<file path="config.mk">
export PLATFORM = sky130hd
export DESIGN_NAME = multi_cycle_ctrl
export DESIGN_NICKNAME = d
export VERILOG_FILES = /design/src/rtl/multi_cycle_pkg.sv /design/src/rtl/multi_cycle_ctrl_alu_ctrl_dec.sv /design/src/rtl/multi_cycle_ctrl.sv
export SDC_FILE = /design/constraint.sdc
export NUM_CORES = 1
export LEC_CHECK = 0
export ABC_AREA = 0
export BUFFER_PORTS_ARGS = -buffer_cell sky130_fd_sc_hd__buf_2
export CELL_PAD_IN_SITES_DETAIL_PLACEMENT = 0
export CELL_PAD_IN_SITES_GLOBAL_PLACEMENT = 1
export CORE_ASPECT_RATIO = 1.75
export CORE_MARGIN = 3
export CORE_UTILIZATION = 37
export DETAILED_ROUTE_END_ITERATION = 6
export PLACE_DENSITY = 0.94
export SYNTH_ARGS = -nofsm -noshare
export SYNTH_HDL_FRONTEND = slang
export SYNTH_SLANG_ARGS = --single-unit
</file>
<file path="constraint.sdc">
create_clock -name clk -period 5 [get_ports clk]
set_clock_uncertainty 0.05 [all_clocks]
set_input_delay 1 -clock clk [delete_from_list [all_inputs] [get_ports clk]]
set_output_delay 1 -clock clk [all_outputs]
set_load 0.005 [all_outputs]
</file>
<file path="src/rtl/multi_cycle_pkg.sv">
// Shared types and encodings for the multi-cycle RV64 subset controller.
package multi_cycle_pkg;

  typedef enum logic [3:0] {
    S_FETCH    = 4'd0,
    S_DECODE   = 4'd1,
    S_EXEC_R   = 4'd2,
    S_EXEC_I   = 4'd3,
    S_MEM_ADDR = 4'd4,
    S_MEM_RD   = 4'd5,
    S_MEM_WR   = 4'd6,
    S_WB_ALU   = 4'd7,
    S_WB_MEM   = 4'd8,
    S_BRANCH   = 4'd9,
    S_HALT     = 4'd10
  } state_e;

  typedef enum logic [1:0] {
    CLS_R,
    CLS_I,
    CLS_ADD,
    CLS_SUB
  } alu_cls_e;

  localparam logic [6:0] OP_R  = 7'b0110011;
  localparam logic [6:0] OP_I  = 7'b0010011;
  localparam logic [6:0] OP_LD = 7'b0000011;
  localparam logic [6:0] OP_SD = 7'b0100011;
  localparam logic [6:0] OP_BR = 7'b1100011;

  localparam logic [3:0] ALU_ADD = 4'b0010;
  localparam logic [3:0] ALU_SUB = 4'b0110;
  localparam logic [3:0] ALU_XOR = 4'b1001;
  localparam logic [3:0] ALU_OR  = 4'b0001;
  localparam logic [3:0] ALU_AND = 4'b0000;

  localparam logic [1:0] A_PC     = 2'b00;
  localparam logic [1:0] A_RS1    = 2'b01;
  localparam logic [1:0] A_OLDPC  = 2'b10;

  localparam logic [1:0] B_RS2    = 2'b00;
  localparam logic [1:0] B_FOUR   = 2'b01;
  localparam logic [1:0] B_IMM    = 2'b10;
  localparam logic [1:0] B_IMM_SH = 2'b11;

endpackage

</file>
<file path="src/rtl/multi_cycle_ctrl_alu_ctrl_dec.sv">
// ALU operation decoder: maps instruction class and funct fields
// to an ALU control code plus a legality flag.
module alu_ctrl_dec
  import multi_cycle_pkg::*;
(
  input  alu_cls_e   i_cls,
  input  logic [2:0] i_funct3,
  input  logic [6:0] i_funct7,
  output logic [3:0] o_alu_control,
  output logic       o_legal
);

  logic w_unused_f7;
  assign w_unused_f7 = ^{i_funct7[6], i_funct7[4:0]};

  always_comb begin
    o_alu_control = ALU_ADD;
    o_legal       = 1'b1;
    unique case (i_cls)
      CLS_R, CLS_I: begin
        unique case (i_funct3)
          3'b000: o_alu_control =
            (i_cls == CLS_R && i_funct7[5]) ? ALU_SUB : ALU_ADD;
          3'b100: o_alu_control = ALU_XOR;
          3'b110: o_alu_control = ALU_OR;
          3'b111: o_alu_control = ALU_AND;
          default: o_legal = 1'b0;
        endcase
      end
      CLS_SUB: o_alu_control = ALU_SUB;
      default: o_alu_control = ALU_ADD;
    endcase
  end

endmodule

</file>
<file path="src/rtl/multi_cycle_ctrl.sv">
// Multi-cycle control FSM for the shared-ALU RV64 subset datapath.
module multi_cycle_ctrl
  import multi_cycle_pkg::*;
#(
  parameter bit HALT_ON_ILLEGAL = 1'b1,
  parameter int CNT_WIDTH       = 32
) (
  input  logic                 clk,
  input  logic                 reset,
  input  logic [31:0]          inst,
  input  logic                 alu_zero,
  input  logic                 alu_sign,
  input  logic                 mem_ready,
  output logic                 imem_req,
  output logic                 mem_read,
  output logic                 mem_write,
  output logic                 ir_write,
  output logic                 pc_write,
  output logic                 pc_src,
  output logic                 alu_out_write,
  output logic [1:0]           alu_src_a,
  output logic [1:0]           alu_src_b,
  output logic [3:0]           alu_control,
  output logic                 reg_write,
  output logic                 mem_to_reg,
  output logic                 illegal,
  output logic [CNT_WIDTH-1:0] instret,
  output logic [3:0]           state
);

  localparam logic [CNT_WIDTH-1:0] CNT_ONE =
    {{(CNT_WIDTH-1){1'b0}}, 1'b1};

  state_e               r_state;
  logic                 r_illegal;
  logic [CNT_WIDTH-1:0] r_instret;

  alu_cls_e   w_cls;
  logic [3:0] w_alu_ctl;
  logic       w_fn_legal;
  logic       w_br_legal;
  logic       w_br_taken;
  state_e     w_ill_state;
  logic [6:0] w_opcode;
  logic [2:0] w_funct3;
  logic       w_unused;

  assign w_opcode    = inst[6:0];
  assign w_funct3    = inst[14:12];
  assign w_unused    = ^{inst[24:15], inst[11:7]};
  assign w_ill_state = HALT_ON_ILLEGAL ? S_HALT : S_FETCH;

  always_comb begin
    w_cls = CLS_ADD;
    unique case (r_state)
      S_EXEC_R: w_cls = CLS_R;
      S_EXEC_I: w_cls = CLS_I;
      S_BRANCH: w_cls = CLS_SUB;
      default:  w_cls = CLS_ADD;
    endcase
  end

  alu_ctrl_dec u_dec (
    .i_cls         (w_cls),
    .i_funct3      (w_funct3),
    .i_funct7      (inst[31:25]),
    .o_alu_control (w_alu_ctl),
    .o_legal       (w_fn_legal)
  );

  always_comb begin
    w_br_legal = 1'b1;
    w_br_taken = 1'b0;
    unique case (1'b1)
      (w_funct3 == 3'b000): w_br_taken = alu_zero;
      (w_funct3 == 3'b001): w_br_taken = !alu_zero;
      (w_funct3 == 3'b100): w_br_taken = alu_sign;
      (w_funct3 == 3'b101): w_br_taken = !alu_sign;
      default:              w_br_legal = 1'b0;
    endcase
  end

  always_ff @(posedge clk or posedge reset) begin
    if (reset) begin
      r_state   <= S_FETCH;
      r_illegal <= 1'b0;
      r_instret <= '0;
    end else begin
      unique case (r_state)
        S_FETCH:
          if (mem_ready) r_state <= S_DECODE;
        S_DECODE:
          unique case (w_opcode)
            OP_R:         r_state <= S_EXEC_R;
            OP_I:         r_state <= S_EXEC_I;
            OP_LD, OP_SD: r_state <= S_MEM_ADDR;
            OP_BR:        r_state <= S_BRANCH;
            default: begin
              r_illegal <= 1'b1;
              r_state   <= w_ill_state;
            end
          endcase
        S_EXEC_R, S_EXEC_I:
          if (w_fn_legal) begin
            r_state <= S_WB_ALU;
          end else begin
            r_illegal <= 1'b1;
            r_state   <= w_ill_state;
          end
        S_MEM_ADDR:
          r_state <= (w_opcode == OP_SD) ? S_MEM_WR : S_MEM_RD;
        S_MEM_RD:
          if (mem_ready) r_state <= S_WB_MEM;
        S_MEM_WR:
          if (mem_ready) begin
            r_state   <= S_FETCH;
            r_instret <= r_instret + CNT_ONE;
          end
        S_WB_ALU, S_WB_MEM: begin
          r_state   <= S_FETCH;
          r_instret <= r_instret + CNT_ONE;
        end
        S_BRANCH:
          if (w_br_legal) begin
            r_state   <= S_FETCH;
            r_instret <= r_instret + CNT_ONE;
          end else begin
            r_illegal <= 1'b1;
            r_state   <= w_ill_state;
          end
        S_HALT:
          r_state <= S_HALT;
        default:
          r_state <= S_FETCH;
      endcase
    end
  end

  // Gated by reset so nothing leaks while the async reset is held.
  always_comb begin
    imem_req      = 1'b0;
    mem_read      = 1'b0;
    mem_write     = 1'b0;
    ir_write      = 1'b0;
    pc_write      = 1'b0;
    pc_src        = 1'b0;
    alu_out_write = 1'b0;
    alu_src_a     = A_PC;
    alu_src_b     = B_RS2;
    reg_write     = 1'b0;
    mem_to_reg    = 1'b0;
    if (!reset) begin
      unique case (r_state)
        S_FETCH: begin
          imem_req  = 1'b1;
          ir_write  = mem_ready;
          pc_write  = mem_ready;
          alu_src_a = A_PC;
          alu_src_b = B_FOUR;
        end
        S_DECODE: begin
          alu_src_a     = A_OLDPC;
          alu_src_b     = B_IMM_SH;
          alu_out_write = 1'b1;
        end
        S_EXEC_R: begin
          alu_src_a     = A_RS1;
          alu_src_b     = B_RS2;
          alu_out_write = w_fn_legal;
        end
        S_EXEC_I, S_MEM_ADDR: begin
          alu_src_a     = A_RS1;
          alu_src_b     = B_IMM;
          alu_out_write = (r_state == S_MEM_ADDR) || w_fn_legal;
        end
        S_MEM_RD: mem_read  = 1'b1;
        S_MEM_WR: mem_write = 1'b1;
        S_WB_ALU: reg_write = 1'b1;
        S_WB_MEM: begin
          reg_write  = 1'b1;
          mem_to_reg = 1'b1;
        end
        S_BRANCH: begin
          alu_src_a = A_RS1;
          alu_src_b = B_RS2;
          pc_write  = w_br_legal && w_br_taken;
          pc_src    = w_br_legal && w_br_taken;
        end
        default: imem_req = 1'b0;
      endcase
    end
  end

  assign alu_control = w_alu_ctl;
  assign illegal     = r_illegal;
  assign instret     = r_instret;
  assign state       = r_state;

endmodule

</file>
==> results.sh, run 1 <==
export IMPL_cts_root_buf="clkbuf_8"
export IMPL_async_flop_share_pct=100.0
export IMPL_row_count=36
export IMPL_drt_iter0_drc=139
export IMPL_end_kind="primary output"
export IMPL_slew_headroom_pct=43.88
export IMPL_cts_reportedPaths_clkPinSlew_ps=70
export IMPL_hold_viol_final=0
export IMPL_fillers=565
export IMPL_die_w_um=64.24
export IMPL_rsz0062_at_grt="false"
export IMPL_synth_warnings=0
export IMPL_critical_path_required_ps=3950
export IMPL_slew_violations=0
export IMPL_die_y_um=107.9
export IMPL_grt_pass1_vias=1907
export IMPL_leakagePower_nw=1.345
export IMPL_start_util_pct=38.69
export IMPL_rr_startpoint="state[3]"
export IMPL_ir_worst_vdd_mv=0.1851
export IMPL_syn_area_sq_um=2196
export IMPL_grt_busiest_layer="met2"
export IMPL_grt_usage_pct=16.06
export IMPL_numCtsBuffers=5
export IMPL_finalSetupTns_ps=0
export IMPL_dr_pass1_iters=4
export IMPL_htree_levels=2
export IMPL_synthDistinctLibCells=47
export IMPL_placed_area_sq_um=2595
export IMPL_grt_pass1_wl_mm=8.845
export IMPL_synth_edf_count=0
export IMPL_grt_max_degree=27
export IMPL_fin_hold_ws_ps=415.9
export IMPL_cp_start_kind="input pin"
export IMPL_insertion_delay_ps=280
export IMPL_synth_net_count=285
export IMPL_gr_usage_met1_pct=16.81
export IMPL_reg2reg_to="instret[20]"
export IMPL_critPathKind="in2out"
export IMPL_final_area_sq_um=2711
export IMPL_dpl_hpwl_mm=4.022
export IMPL_post_cts_buffers=0
export IMPL_routabilityCongestion=0.8027
export IMPL_multi_input_comb_area_sq_um=1199
export IMPL_p_total_mw=1.023
export IMPL_dieArea_sq_um=6932
export IMPL_wire_per_inst_um=13.62
export IMPL_cts_hold_buf=0
export IMPL_num_vias=1974
export IMPL_syn_area_per_cell_sq_um=8.890
export IMPL_max_clock_path_buffers=2
export IMPL_detail_route_antenna_nets=0
export IMPL_final_core_util_pct=47.77
export IMPL_r2r_cells=5
export IMPL_io_buffers=69
export IMPL_synth_top_flop_cell="dfrtp_1"
export IMPL_max_freq_mhz=291.2
export IMPL_r2r_slack_ps=2500
export IMPL_cap_violations=0
export IMPL_holdPathEnd="illegal"
export IMPL_crit_arrival_ps=2380
export IMPL_core_area_sq_um=5675
export IMPL_pin_count=91
export IMPL_clock_sinks=37
export IMPL_area_growth_pct=23.48
export IMPL_setup_viol=0
export IMPL_nets=351
export IMPL_ys_seq_area_share_pct=42.17
export IMPL_drt_total_wl_mm=5.312
export IMPL_seq_area_sq_um=925.9
export IMPL_drt_vias_per_instance=5.062
export IMPL_hold_path_cell_count=1
export IMPL_fin_crit_ps=3434
export IMPL_cts_tree="yes"
export IMPL_num_antenna_cells=0
export IMPL_run_status="finished clean"
export IMPL_grt_antenna_before_repair=0
export IMPL_met3_usage_pct=2.090
export IMPL_power_density_nw_per_um2=377.5
export IMPL_netlist_instances=247
export IMPL_hold_class="reg2reg"
export IMPL_drc=0
export IMPL_cts_resized=0
export IMPL_drive_gt1_share_pct=27.07
export IMPL_min_period_over_period_pct=68.68
export IMPL_cp_max_fo=20
export IMPL_grt_ovfl_total=0
export IMPL_ys_seq_elements=37
export IMPL_hp_start="illegal"
export IMPL_grt_met2_usage_pct=31.09
export IMPL_worst_slew_pin_slew_ps=841.7
==> registers in the layout, indices dropped and copies added, names as in the netlist <==
name	flops
instret	32
state	4
illegal	1
==> metrics by stage <==
step	setup WS [ps]	std cells
2_1_floorplan	1476	247
4_1_cts	1505	390
5_1_grt	1314	390
6_report	1566	390
3_3_place_gp	1566	382
3_5_place_dp	1515	382
==> worst max-delay path, cell delays in order <==
cell	delay, ps
buf_2	140
inv_1	540
nand2_1	230
nor3_1	220
and2_1	150
buf_2	100
==> cell usage after synthesis (3+ instances only) <==
| master | n | area share [%] |
|---|---|---|
| nand4_1 | 6 | 1.7 |
| nor2b_1 | 3 | 0.85 |
| nor2_1 | 30 | 5.1 |
| xor2_1 | 15 | 6.0 |
| nand3_1 | 9 | 2.1 |
| nand2_1 | 29 | 5.0 |
| a21oi_1 | 10 | 2.3 |
| and2_1 | 4 | 1.1 |
| and3_1 | 3 | 0.85 |
| or3_1 | 4 | 1.1 |
| nor3_1 | 16 | 3.6 |
| clkbuf_1 | 6 | 1.0 |
| buf_2 | 3 | 0.68 |
| nor4_1 | 6 | 1.7 |
| inv_1 | 5 | 0.85 |
| nand2b_1 | 3 | 0.85 |
| dfrtp_1 | 37 | 42 |
| o21ai_0 | 4 | 0.91 |
| xnor2_1 | 18 | 7.2 |
==> cell families after synthesis <==
logic type | Yosys count | share of synthesized area, %
buffers and inverters | 17 | 3.247
AO/OA/AOI/OAI | 31 | 10.83
XOR/XNOR | 33 | 13.16
AND/OR/NAND/NOR | 124 | 28.09
multiplexers | 4 | 1.937
flip-flops | 37 | 42.17
adder cells (fa/ha/maj) | 1 | 0.5697
==> layer usage <==
metal | vias to the layer above | share of wire, %
li1 | 997 | -
met1 | 918 | 38
met2 | 51 | 57
met3 | 8 | 3.4
met4 | 0 | 1.6
met5 | - | 0
==> how the worst max path moves through the flow <==
stage          startpoint        to  slack, ps  cells past startpoint
2_1_floorplan       reset  ir_write       1480                      4
3_3_place_gp        reset  ir_write       1570                      6
3_5_place_dp        reset  ir_write       1520                      6
4_1_cts             reset  ir_write       1500                      6
5_1_grt             reset  ir_write       1310                      6
6_report            reset  ir_write       1570                      6
==> layout by cell type, fill, tap and decap left out, types with 2 or more instances in the layout <==
cell       netlist  final
a2111oi_0        2      2
a211oi_1         2      2
a21oi_1         10     10
and2_1           4      4
and3_1           3      3
and4_1           2      2
buf_2            3     69
clkbuf_8         0      6
dfrtp_1         37     37
inv_1            5      5
mux2_2           2      2
mux2i_1          2      2
nand2_1         29     29
nand2b_1         3      3
nand3_1          9      9
nand4_1          6      6
nor2_1          30     30
nor2b_1          3      3
nor3_1          16     16
nor4_1           6      6
o211a_1          2      2
o211ai_1         2      2
o21ai_0          4      4
or2_2            2      2
or3_1            4      4
xnor2_1         18     18
xor2_1          15     15
==> cell type report <==
type / instances / share of cell area [%]
repair buffers: 70 / 13.01
clock inverters: 1 / 1.108
clock buffers: 7 / 3.184
multi-input cells: 193 / 44.21
flip-flops and latches: 37 / 34.15
well taps: 76 / 3.507
inverters: 6 / 0.8306
==> power breakdown <==
group | leakage, nW | switching, mW | internal (mW)
Clock | 0.0585 | 0.101 | 0.163
Combinational | 0.788 | 0.159 | 0.154
Sequential | 0.499 | 0.115 | 0.332
Total | 1.35 | 0.374 | 0.649
Power figures use the tool's default switching activity.
==> run 2: changes to the inputs <==
--- a/config.mk
+++ b/config.mk
@@ -5,15 +5,15 @@
 export SDC_FILE = /design/constraint.sdc
 export NUM_CORES = 1
 export LEC_CHECK = 0
-export ABC_AREA = 0
+export ABC_AREA = 1
 export BUFFER_PORTS_ARGS = -buffer_cell sky130_fd_sc_hd__buf_2
 export CELL_PAD_IN_SITES_DETAIL_PLACEMENT = 0
 export CELL_PAD_IN_SITES_GLOBAL_PLACEMENT = 1
 export CORE_ASPECT_RATIO = 1.75
 export CORE_MARGIN = 3
-export CORE_UTILIZATION = 37
+export CORE_UTILIZATION = 34
 export DETAILED_ROUTE_END_ITERATION = 6
-export PLACE_DENSITY = 0.94
+export PLACE_DENSITY = 0.9
 export SYNTH_ARGS = -nofsm -noshare
 export SYNTH_HDL_FRONTEND = slang
 export SYNTH_SLANG_ARGS = --single-unit
==> constraint.sdc (replaced) <==
create_clock -name clk -period 3.57 [get_ports clk]
set_clock_uncertainty 0.05 [all_clocks]
set_input_delay 0.714 -clock clk [delete_from_list [all_inputs] [get_ports clk]]
set_output_delay 0.714 -clock clk [all_outputs]
set_load 0.005 [all_outputs]
==> run 2 against run 1 <==
Combinational power increased by 110%. Via count increased by 53%. Worst setup slack got worse by 610 ps. Flip-flop and latch count unchanged. Global-route usage increased by 2.4 points.
==> results.sh, run 2 <==
export IMPL_syn_area_sq_um=2741
export IMPL_worst_slew_pin_slew_ps=635.8
export IMPL_slew_headroom_pct=57.28
export IMPL_leakagePower_nw=1.781
export IMPL_slowest_delay_ps=460
export IMPL_critPathKind="reg2out"
export IMPL_critPathTopFamily="simple AND/OR/NAND/NOR gates"
export IMPL_cts_reportedPaths_clkPinSlew_ps=60
export IMPL_synth_top_area_cell="dfrtp_1"
export IMPL_start_util_pct=35.49
export IMPL_post_cts_buffers=0
export IMPL_hold_class="in2async"
export IMPL_rr_startpoint="instret[0]"
export IMPL_placed_area_sq_um=3158
export IMPL_r2r_slack_ps=1480
export IMPL_run_status="finished clean"
export IMPL_async_flop_share_pct=100.0
export IMPL_cts_hold_buf=0
export IMPL_ys_top_cells_by_count="221 x nand2_1, 70 x nor2_1, 39 x inv_1"
export IMPL_ys_seq_elements=37
export IMPL_final_area_sq_um=3301
export IMPL_max_freq_mhz=382.6
export IMPL_power_frac_seq_pct=34.1
export IMPL_synth_edf_count=0
export IMPL_cts_tree="yes"
export IMPL_dpl_hpwl_mm=6.415
export IMPL_synth_net_count=494
export IMPL_cts_root_buf="clkbuf_16"
export IMPL_grt_ovfl_total=0
export IMPL_drt_vias_per_instance=4.906
export IMPL_wire_per_inst_um=13.20
export IMPL_crit_chain="nor2_1 -> nand2_1 -> nor2_1 -> nor2_1 -> a21oi_1 -> buf_2"
export IMPL_area_growth_pct=20.40
export IMPL_die_y_um=124.8
export IMPL_r2r_cells=10
export IMPL_drt_iter0_drc=133
export IMPL_syn_area_per_cell_sq_um=6.012
export IMPL_crit_arrival_ps=1850
export IMPL_grt_max_degree=37
export IMPL_core_area_sq_um=7725
export IMPL_critical_path_buf_inv_count=1
export IMPL_clock_sinks=37
export IMPL_cp_max_fo=6
export IMPL_synth_top_flop_cell="dfrtp_1"
export IMPL_synth_top_area_share_pct=33.77
export IMPL_ys_seq_area_share_pct=33.77
export IMPL_combPwrFrac_pct=39.2
export IMPL_power_density_nw_per_um2=495.9
export IMPL_grt_pass1_vias=2821
export IMPL_p_total_mw=1.637
export IMPL_num_antenna_cells=0
export IMPL_end_kind="primary output"
export IMPL_cp_slowest_cell="dfrtp_1"
export IMPL_drc=0
export IMPL_die_w_um=73.88
export IMPL_yosysMostFrequentCell="nand2_1"
export IMPL_finalSetupTns_ps=0
export IMPL_routabilityCongestion=0.9060
export IMPL_max_clock_path_buffers=2
export IMPL_cpMostUsedCell="nor2_1"
export IMPL_grt_usage_pct=18.42
export IMPL_pin_count=91
export IMPL_internal_power_mw=0.9406
export IMPL_detail_route_antenna_nets=0
export IMPL_drt_total_wl_mm=8.115
export IMPL_slew_violations=0
export IMPL_io_buffers=69
export IMPL_fin_crit_ps=2614
export IMPL_nets=565
export IMPL_synth_top_cells_by_area="dfrtp_1 34%, nand2_1 30%, nor2_1 9.6%"
export IMPL_synth_warnings=0
export IMPL_num_vias=3017
export IMPL_row_count=42
export IMPL_insertion_delay_ps=280
export IMPL_final_core_util_pct=42.73
export IMPL_p_switching_mw=0.6963
export IMPL_cts_resized=0
export IMPL_ir_worst_vdd_mv=0.2572
export IMPL_dr_pass1_iters=4
export IMPL_cp_start_kind="flop"
export IMPL_netlist_instances=456
export IMPL_cap_violations=0
export IMPL_clock_power_share_pct=26.7
export IMPL_drive_gt1_share_pct=17.08
export IMPL_hold_viol_final=0
export IMPL_setup_viol=0
export IMPL_rsz0062_at_grt="false"
export IMPL_grt_antenna_before_repair=0
export IMPL_fillers=827
export IMPL_critical_path_required_ps=2810
export IMPL_synthDistinctLibCells=28
export IMPL_netSwitchingFraction_pct=42.54
export IMPL_layout_commonest_cell="nand2_1"
export IMPL_final_cell_mix="221 x nand2_1, 70 x nor2_1, 69 x buf_2"
export IMPL_min_period_over_period_pct=73.21
export IMPL_grt_pass1_wl_mm=13.37
export IMPL_reg2reg_to="instret[30]"
export IMPL_largest_reg_flops=32
export IMPL_htree_levels=2
export IMPL_numCtsBuffers=5
export IMPL_dieArea_sq_um=9218
## run 2: cell count changes in the layout (fill, tap and decap cells not counted), moves of 13 or more
cell / before / now
inv_1: 5 / 39
nand3_1: 9 / 25
nor3_1: 16 / 3
nand2_1: 29 / 221
xnor2_1: 18 / 3
nor2_1: 30 / 70
## run 2: final cells by class
type / count / area (sq um) / area share [%]
flip-flops and latches: 37 / 925.9 / 28.05
inverters: 44 / 167.7 / 5.080
well taps: 88 / 110.1 / 3.336
clock buffers: 7 / 142.6 / 4.321
multi-input cells: 368 / 1594 / 48.29
repair buffers: 71 / 360.3 / 10.92
## run 2: routing by layer
layer,part of all wire (%),GRT usage [%]
met1,38,19.95
met2,54,34.10
met3,4.2,1.373
met4,3.7,8.858
met5,0,0
## run 2: per-stage QoR
stage / worst slack, ps / hold WS [ps] / std cells
2_1_floorplan: 1026 / 417.8 / 456
3_3_place_gp: 1191 / 412.3 / 608
3_5_place_dp: 1197 / 425.7 / 608
4_1_cts: 971.0 / 307.5 / 615
5_1_grt: 833.4 / 335.6 / 615
6_report: 956.3 / 315.3 / 615
## run 2: how the worst max path moves through the flow
stage	start	end	slack, ps	cells past startpoint
3_3_place_gp	inst[12]	alu_out_write	1190	7
6_report	state[2]	alu_out_write	960	6
4_1_cts	state[2]	alu_out_write	970	6
2_1_floorplan	reset	alu_src_a[0]	1030	3
5_1_grt	state[3]	alu_out_write	830	6
3_5_place_dp	inst[12]	alu_out_write	1200	7
## run 2: kinds of logic after synthesis
kind of cell / synth area share (%)
simple gates: 48.56
buf+inv: 8.078
flops: 33.77
compound gates: 3.697
xor+xnor: 5.432
fa+ha+maj: 0.4563
## run 2: power groups by stage
stage               logic, mW  clock network [mW]  registers, mW
finish                  0.642               0.437          0.558
detailed placement      0.645                   0          0.564
CTS                     0.647               0.447          0.557
global route            0.729               0.461          0.567
floorplan               0.493                   0          0.534
global placement        0.645                   0          0.562
==> run 3: changes to the inputs <==
--- a/config.mk
+++ b/config.mk
@@ -11,9 +11,9 @@
 export CELL_PAD_IN_SITES_GLOBAL_PLACEMENT = 1
 export CORE_ASPECT_RATIO = 1.75
 export CORE_MARGIN = 3
-export CORE_UTILIZATION = 34
+export CORE_UTILIZATION = 31
 export DETAILED_ROUTE_END_ITERATION = 6
-export PLACE_DENSITY = 0.9
+export PLACE_DENSITY = 0.86
 export SYNTH_ARGS = -nofsm -noshare
 export SYNTH_HDL_FRONTEND = slang
 export SYNTH_SLANG_ARGS = --single-unit
==> constraint.sdc (replaced) <==
create_clock -name clk -period 2.1 [get_ports clk]
set_clock_uncertainty 0.05 [all_clocks]
set_input_delay 0.42 -clock clk [delete_from_list [all_inputs] [get_ports clk]]
set_output_delay 0.42 -clock clk [all_outputs]
set_load 0.005 [all_outputs]
==> run 3 against run 2 <==
Worst setup slack worse by 860 ps. Final area increased by 5.8%. Combinational power grew 110%. Critical path depth grew 1.
==> results.sh, run 3 (same netlist as run 2, synthesis figures left out) <==
export IMPL_ir_worst_vdd_mv=0.4275
export IMPL_fillers=952
export IMPL_met3_usage_pct=2.538
export IMPL_fin_hold_ws_ps=72.11
export IMPL_end_kind="primary output"
export IMPL_critical_path_required_ps=1630
export IMPL_pin_count=91
export IMPL_dr_pass1_iters=4
export IMPL_drc=0
export IMPL_die_y_um=130.4
export IMPL_crit_arrival_ps=1540
export IMPL_leakagePower_nw=1.859
export IMPL_drive_gt1_share_pct=20.22
export IMPL_slowest_delay_ps=400
export IMPL_cap_violations=0
export IMPL_io_buffers=69
export IMPL_final_cell_mix="220 x nand2_1, 69 x buf_2, 67 x nor2_1"
export IMPL_wire_per_inst_um=13.28
export IMPL_min_period_over_period_pct=95.49
export IMPL_grt_max_degree=29
export IMPL_grt_antenna_before_repair=0
export IMPL_grt_pass1_wl_mm=14.03
export IMPL_dpl_worst_slack_ps=191.3
export IMPL_finalSetupTns_ps=0
export IMPL_start_util_pct=32.33
export IMPL_rr_startpoint="instret[1]"
export IMPL_placed_area_sq_um=3242
export IMPL_startpoint="state[2]"
export IMPL_grt_busiest_layer="met2"
export IMPL_dieArea_sq_um=10050
export IMPL_drt_iter0_drc=131
export IMPL_seq_area_sq_um=928.4
export IMPL_grt_met2_usage_pct=37.51
export IMPL_dp_cells=640
export IMPL_grt_usage_pct=17.87
export IMPL_fin_crit_ps=2005
export IMPL_r2r_slack_ps=250
export IMPL_largest_reg_flops=32
export IMPL_setup_ws_ps=94.67
export IMPL_cts_root_buf="clkbuf_16"
export IMPL_max_freq_mhz=498.7
export IMPL_cp_endpoint="alu_src_a[0]"
export IMPL_row_count=44
export IMPL_layout_commonest_cell="nand2_1"
export IMPL_dpl_hpwl_mm=6.877
export IMPL_worst_slew_pin_slew_ps=431.7
export IMPL_slew_headroom_pct=71.11
export IMPL_grt_pass1_vias=2955
export IMPL_slew_violations=0
export IMPL_setup_viol=0
export IMPL_power_density_nw_per_um2=894.7
export IMPL_drt_vias_per_instance=4.703
export IMPL_cpMostUsedCell="buf_4"
export IMPL_final_core_util_pct=41.20
export IMPL_p_total_mw=3.126
export IMPL_cp_max_fo=5
export IMPL_insertion_delay_ps=290
export IMPL_cts_tree="yes"
export IMPL_numCtsBuffers=5
export IMPL_cp_start_kind="flop"
export IMPL_critPathKind="reg2out"
export IMPL_htree_levels=2
export IMPL_hold_viol_final=0
export IMPL_drt_total_wl_mm=8.682
export IMPL_cp_slowest_cell="dfrtp_1"
export IMPL_die_w_um=77.09
export IMPL_nets=576
export IMPL_num_antenna_cells=0
export IMPL_num_vias=3076
export IMPL_area_growth_pct=27.43
export IMPL_max_clock_path_buffers=2
export IMPL_cts_hold_buf=0
export IMPL_run_status="finished clean"
export IMPL_crit_chain="buf_4 -> nand2_2 -> nor3_4 -> buf_4 -> o31ai_1 -> inv_1 -> buf_2"
export IMPL_hold_class="in2async"
export IMPL_final_area_sq_um=3493
export IMPL_final_cells=654
export IMPL_reg2reg_to="instret[30]"
export IMPL_core_area_sq_um=8478
export IMPL_routabilityCongestion=0.9415
export IMPL_detail_route_antenna_nets=0
export IMPL_clock_sinks=37
export IMPL_r2r_cells=10
export IMPL_gr_usage_met1_pct=16.66
export IMPL_grt_ovfl_total=0
export IMPL_cts_reportedPaths_clkPinSlew_ps=60
export IMPL_multi_input_comb_area_sq_um=1625
## run 3: layout make-up
class | count | area share [%]
Multi-Input combinational cell | 368 | 46.53
Inverter | 44 | 4.799
Clock buffer | 7 | 4.083
Timing Repair Buffer | 82 | 13.04
Clock inverter | 1 | 0.8596
Tap cell | 115 | 4.119
Sequential cell | 37 | 26.58
## run 3: worst max-delay path, delay by kind of cell, from the launching register on
family	cells	cell delay (ps)
AND/OR/NAND/NOR	2	140
flip-flops	1	400
buffers and inverters	4	490
AO/OA/AOI/OAI	1	200
## run 3: where the power goes
group / switching (mW) / internal [mW]
Combinational: 0.845 / 0.470
Clock: 0.302 / 0.593
Sequential: 0.116 / 0.799
Total: 1.26 / 1.86
## run 3: worst min path at each step
stage / startpoint / endpoint / slack [ps] / depth (start not counted)
6_report: reset / illegal / 70 / 2
5_1_grt: reset / illegal / 100 / 2
3_3_place_gp: reset / illegal / 380 / 2
2_1_floorplan: illegal / illegal / 420 / 1
3_5_place_dp: reset / illegal / 380 / 2
4_1_cts: reset / illegal / 80 / 2
## run 3: layer usage
layer,routed length (um),vias up,part of all wire [%]
met1,2972,1419,34
li1,-,1553,-
met2,5013,88,58
met5,0,-,0
met3,399,16,4.6
met4,297,0,3.4
## run 3: timing repair
| action | 4_1_cts | 5_1_grt |
|---|---|---|
| pin swaps | 0 | 2 |
| gates resized for setup | 3 | 7 |
| endpoints found under the setup margin | 2 | 4 |
| cloned | 0 | 0 |
| setup buffers | 0 | 6 |
